===== config.mk =====
export PLATFORM = sky130hd
export DESIGN_NAME = fe_redirect_ctrl
export DESIGN_NICKNAME = d
export VERILOG_FILES = /design/src/rtl/fe_redirect_ctrl.sv
export SDC_FILE = /design/constraint.sdc
export NUM_CORES = 1
export LEC_CHECK = 0
export CORE_MARGIN = 8
export CORE_UTILIZATION = 43
export CTS_BUF_LIST = sky130_fd_sc_hd__clkbuf_2
export CTS_CLUSTER_SIZE = 40
export DETAILED_ROUTE_END_ITERATION = 8
export PLACE_DENSITY = 0.93
export SLEW_MARGIN = 20
export SYNTH_ARGS = -nofsm -noshare
export SYNTH_HDL_FRONTEND = slang
export SYNTH_SLANG_ARGS = --single-unit

===== constraint.sdc =====
create_clock -name clk -period 2.15 [get_ports clk]
set_input_delay 0.43 -clock clk [delete_from_list [all_inputs] [get_ports clk]]
set_output_delay 0.43 -clock clk [all_outputs]
set_load 0.01 [all_outputs]

===== src/rtl/fe_redirect_ctrl.sv =====
// Front-end redirect sequencer: arbitrates exception/branch/jump redirects, then runs
// stall, FIFO flush, drain and map restore before a one-cycle PC override. Optional macro: FE_REDIRECT_STATS_EN.
module fe_redirect_ctrl #(
  parameter int PC_WIDTH        = 32,
  parameter int DRAIN_CYCLES    = 2,
  parameter int RESTORE_TIMEOUT = 15
) (
  input  logic                clk,
  input  logic                rst_n,
  input  logic                exc_req,
  input  logic [PC_WIDTH-1:0] exc_pc,
  input  logic                br_req,
  input  logic [PC_WIDTH-1:0] br_pc,
  input  logic                jmp_req,
  input  logic [PC_WIDTH-1:0] jmp_pc,
  output logic                exc_ack,
  output logic                br_ack,
  output logic                jmp_ack,
  input  logic                map_restore_done,
  output logic                map_restore_req,
  output logic                fe_stall,
  output logic                fifo_flush,
  output logic                redir_exception,
  output logic                redir_branch,
  output logic                redir_jump,
  output logic [PC_WIDTH-1:0] pc_override,
  output logic                busy,
  output logic                restore_timeout
`ifdef FE_REDIRECT_STATS_EN
  ,
  output logic [15:0]         stat_exc,
  output logic [15:0]         stat_br,
  output logic [15:0]         stat_jmp
`endif
);

  localparam int TMO_W = $clog2(RESTORE_TIMEOUT + 1);
  localparam logic [TMO_W-1:0] TMO_LAST = TMO_W'(RESTORE_TIMEOUT - 1);
  localparam logic [TMO_W-1:0] TMO_MAX  = TMO_W'(RESTORE_TIMEOUT);

  localparam logic [2:0] S_IDLE     = 3'd0;
  localparam logic [2:0] S_FLUSH    = 3'd1;
  localparam logic [2:0] S_DRAIN    = 3'd2;
  localparam logic [2:0] S_RESTORE  = 3'd3;
  localparam logic [2:0] S_REDIRECT = 3'd4;

  localparam logic [1:0] C_NONE = 2'd0;
  localparam logic [1:0] C_EXC  = 2'd1;
  localparam logic [1:0] C_BR   = 2'd2;
  localparam logic [1:0] C_JMP  = 2'd3;

  logic [2:0]          state;
  logic [1:0]          cause;
  logic [PC_WIDTH-1:0] pc_q;
  logic [3:0]          drain_cnt;
  logic [TMO_W-1:0]    tmo_cnt;
  logic                tmo_flag;
  logic                exc_win, br_win, jmp_win, preempt, in_seq;

  assign in_seq = (state == S_FLUSH) || (state == S_DRAIN) || (state == S_RESTORE);

  // NOTE: every always_comb output gets a default first so no path can infer a latch.
  always_comb begin
    exc_win = 1'b0;
    br_win  = 1'b0;
    jmp_win = 1'b0;
    if (state == S_IDLE) begin
      exc_win = exc_req;
      br_win  = !exc_req && br_req;
      jmp_win = !exc_req && !br_req && jmp_req;
    end else if (in_seq && cause != C_EXC) begin
      exc_win = exc_req;
    end
  end

  assign preempt = exc_win && (state != S_IDLE);

  // Acks are gated by reset so a request held through reset shows no ack.
  assign exc_ack = exc_win && rst_n;
  assign br_ack  = br_win  && rst_n;
  assign jmp_ack = jmp_win && rst_n;

  // NOTE: sequential state uses non-blocking assignments only; the whole FSM,
  // latched target and counters are async-reset so an aborted sequence leaves nothing behind.
  always_ff @(posedge clk or negedge rst_n) begin
    if (!rst_n) begin
      state     <= S_IDLE;
      cause     <= C_NONE;
      pc_q      <= '0;
      drain_cnt <= '0;
      tmo_cnt   <= '0;
      tmo_flag  <= 1'b0;
    end else begin
      if (exc_win) begin
        cause <= C_EXC;
        pc_q  <= exc_pc;
      end else if (br_win) begin
        cause <= C_BR;
        pc_q  <= br_pc;
      end else if (jmp_win) begin
        cause <= C_JMP;
        pc_q  <= jmp_pc;
      end

      // Timeout counter only runs inside RESTORE and saturates at the terminal value.
      if (state == S_RESTORE && !preempt)
        tmo_cnt <= (tmo_cnt == TMO_MAX) ? tmo_cnt : tmo_cnt + 1'b1;
      else
        tmo_cnt <= '0;

      if (preempt) begin
        state <= S_FLUSH;
      end else begin
        case (state)
          S_IDLE:     if (exc_win || br_win || jmp_win) state <= S_FLUSH;
          S_FLUSH: begin
            drain_cnt <= 4'(DRAIN_CYCLES - 1);
            state     <= S_DRAIN;
          end
          S_DRAIN: begin
            if (drain_cnt == 4'd0) state <= S_RESTORE;
            else                   drain_cnt <= drain_cnt - 1'b1;
          end
          S_RESTORE: begin
            if (map_restore_done) begin
              state <= S_REDIRECT;
            end else if (tmo_cnt == TMO_LAST) begin
              tmo_flag <= 1'b1;
              state    <= S_REDIRECT;
            end
          end
          S_REDIRECT: state <= S_IDLE;
          default:    state <= S_IDLE;
        endcase
      end
    end
  end

  assign busy            = (state != S_IDLE);
  assign fe_stall        = in_seq;
  assign fifo_flush      = (state == S_FLUSH);
  assign map_restore_req = (state == S_RESTORE) && (tmo_cnt == '0);
  assign redir_exception = (state == S_REDIRECT) && (cause == C_EXC);
  assign redir_branch    = (state == S_REDIRECT) && (cause == C_BR);
  assign redir_jump      = (state == S_REDIRECT) && (cause == C_JMP);
  assign pc_override     = (state == S_REDIRECT) ? pc_q : '0;
  assign restore_timeout = tmo_flag;

`ifdef FE_REDIRECT_STATS_EN
  always_ff @(posedge clk or negedge rst_n) begin
    if (!rst_n) begin
      stat_exc <= '0;
      stat_br  <= '0;
      stat_jmp <= '0;
    end else begin
      if (redir_exception && stat_exc != 16'hFFFF) stat_exc <= stat_exc + 1'b1;
      if (redir_branch    && stat_br  != 16'hFFFF) stat_br  <= stat_br  + 1'b1;
      if (redir_jump      && stat_jmp != 16'hFFFF) stat_jmp <= stat_jmp + 1'b1;
    end
  end
`endif

endmodule


==> summary.txt, run 1 <==
Die
  • Initial Util: 0.445
  • DIE AREA: 10000 um^2
  • Die height: 100 um
  • Horiz. Die Dim: 100 um
  • Io pins: 145
  • Core Rows: 30
  • Core area: 6830 um^2

Hold path
  • Hold Path Class: reg2reg

Logic synthesis
  • Async S/R FF share, synth: 1.00
  • Mapped Area: 3040 um^2
  • Net count after synthesis: 394
  • Netlist cell types: 48
  • Number of synthesis warnings: 0
  • Top-area cell type share of the netlist area: 0.379
  • Mapped Cells: 287
  • Prevailing post-synth register cell: dfrtp_1
  • EDFF count, synth: 0
  • Post-synth top area cell: dfrtp_1
  • Top cells by area in the synthesized netlist: dfrtp_1 (38%), a2bb2oi_2 (15%), a22oi_1 (7.7%), o211ai_1 (7.7%), and3_1 (7.0%)
  • #FFs+latches synth: 46
  • Mean Syn Cell Area: 10.6 um^2
  • Sequential share of the synthesized area: 0.379

Setup path
  • Worst Setup End Kind: primary output
  • CP arrival: 1880 ps
  • CP max FO: 3
  • CP required: 1720 ps
  • Flop2flop setup slack: 80 ps
  • Critical path startpoint category: register
  • Kind of critical path: reg2out

Timing
  • Worst rel slew slack: 0.651
  • Final Max Slew Viols: 0
  • Final Hold Viols: 0
  • # setup viols final: 35
  • Worst Tran Pin Value: 516 ps
  • RSZ-0062 raised after global routing: yes
  • Max Clock Skew: 18.1 ps
  • Fmax: 432 MHz
  • Period utilization: 1.08
  • Fin worst setup slack: -165 ps
  • Min Tclk post-route: 2310 ps
  • Sum of negative setup slack: -1300 ps

Status
  • Status: finished with violations
  • Failing checks: negative setup slack

Clocking
  • Clock latency at the later pin of the worst-skew pair: 430 ps
  • CTS max path bufs: 2
  • Htree depth: 2
  • Num CTS Buffers: 5
  • Root Buffer Master: clkbuf_2
  • CTS tree: done
  • Clock Sinks: 46
  • Clk slew on worst S/H paths: 240 ps

Detailed routing
  • Initial DRC count: 132
  • Total number of vias: 3194
  • Antenna-violating nets left: 0
  • Vias/cell: 5.82
  • DRC Markers: 0
  • Drt pass-1 iters: 4
  • Avg WL per Cell: 21.1 um
  • Routed WL: 11600 um

Power
  • Leak: 2.15 nW
  • Tot Pwr: 0.00630 W
  • Maximum VDD drop: 0.000640 V
  • Power Density: 1240 nW/um^2

Final layout
  • Final net count: 560
  • Commonest cells after routing, fill and taps aside: clkdlybuf4s50_1 (101), dfrtp_1 (44), buf_6 (32), a22oi_1 (31), o211ai_1 (31)
  • Area Overhead vs Synth: 67.3%
  • Diodes inserted: 0
  • Fillers: 463
  • Layout cell share with drive strength beyond 1: 0.364
  • Most common cell after layout, fill and taps aside: clkdlybuf4s50_1
  • Final Instance Area: 5080 um^2

Place
  • Routability cong.: 0.826
  • Placement Setup Slack: -340 ps
  • PortBufs: 144
  • Detailed Place HPWL: 7930 um
  • Post-DP Area: 4620 um^2

Global routing
  • First-pass GRT wire length: 17800 um
  • Number of global-route vias before repair: 3580
  • Largest net degree at the start of global routing: 37
  • Total gr overflow: 0
  • GRT Overall Usage: 0.223
  • Initial antenna violation count: 0

Run
  • Max cap viols: 0
per-layer routing:
metal,track usage,share of wire,vias to the layer above
met5,0,0,-
met4,0.113,0.036,0
met3,0.0644,0.077,31
met2,0.401,0.52,144
met1,0.231,0.36,1571
li1,-,-,1448
state kept, by name, indices dropped and copies added, names as in the netlist:
name	flops
pc_q	32
drain_cnt	4
tmo_cnt	4
state	3
cause	2
restore_timeout	1
cell usage after synthesis (4+ instances only):
cell type and n:
buf_2 7, inv_1 5, and2_1 4, and3_1 34
a2bb2oi_2 30, clkbuf_1 17, dfrtp_1 46, o211ai_1 31
nand2_1 7, a22oi_1 31, nor3_1 4, nor2_1 15
ha_1 5
logic make-up (layout without fill, tap and decap cells):
family | after synthesis | after routing | synth area share
multiplexers | 4 | 4 | 0.0140
AND/OR/NAND/NOR | 83 | 83 | 0.161
flip-flops | 46 | 46 | 0.379
adder cells (fa/ha/maj) | 5 | 5 | 0.0206
buffers and inverters | 36 | 202 | 0.0708
XOR/XNOR | 2 | 2 | 0.00576
AO/OA/AOI/OAI | 111 | 111 | 0.349
layout make-up:
class | count | area [um^2] | share of cell area
Sequential cell | 46 | 1150 | 0.227
Timing Repair Buffer | 190 | 1890 | 0.372
Clock buffer | 5 | 25.0 | 0.00492
Clock inverter | 2 | 33.8 | 0.00665
Multi-Input combinational cell | 205 | 1840 | 0.362
Tap cell | 96 | 120 | 0.0236
Inverter | 5 | 18.8 | 0.00369
worst max-delay path, cell delays in order, from the launching register on:
cell	delay (ps)
dfrtp_2	520
buf_6	140
nor4_4	260
buf_4	170
nand2_4	50
nor3b_2	160
buf_2	150
power breakdown:
| part | internal [W] | switching [W] | leakage, nW |
|---|---|---|---|
| combinational | 0.00230 | 0.00190 | 1.55 |
| sequential | 0.00127 | 0.000347 | 0.558 |
| clock | 0.000187 | 0.000300 | 0.0365 |
| total | 0.00376 | 0.00254 | 2.15 |
per-stage QoR:
stage | util | cells | hold slack (ps)
finish | 0.744 | 549 | 505
global route | 0.744 | 549 | 524
CTS | 0.705 | 548 | 511
detailed placement | 0.676 | 518 | 455
global placement | 0.676 | 518 | 451
floorplan | - | 287 | 134
worst paths after layout:
check	start	endpoint	depth (start not counted)
max	state[0]	jmp_ack	6
min	restore_timeout	restore_timeout	1
max reg2reg	state[0]	pc_q[23]	8
min reg2reg	restore_timeout	restore_timeout	1
max in group asynchronous	rst_n	pc_q[24]	3
min in group asynchronous	rst_n	pc_q[1]	3
repair_timing:
| item | in CTS | in global routing |
|---|---|---|
| hold endpoints to repair | 33 | 0 |
| hold buffers | 1 | 0 |
| setup endpoints to repair | 42 | 42 |
| gates resized for setup | 173 | 83 |
| pin swaps | 5 | 4 |
| cloned | 2 | 1 |
| setup buffers | 20 | 5 |
Power figures use the tool's default switching activity.
==> run 2: changes to the inputs <==
Settings changed: SLEW_MARGIN 20 to 25.
==> results of run 2 <==
No change in the layout: final DEF, timing and power equal those of run 1.
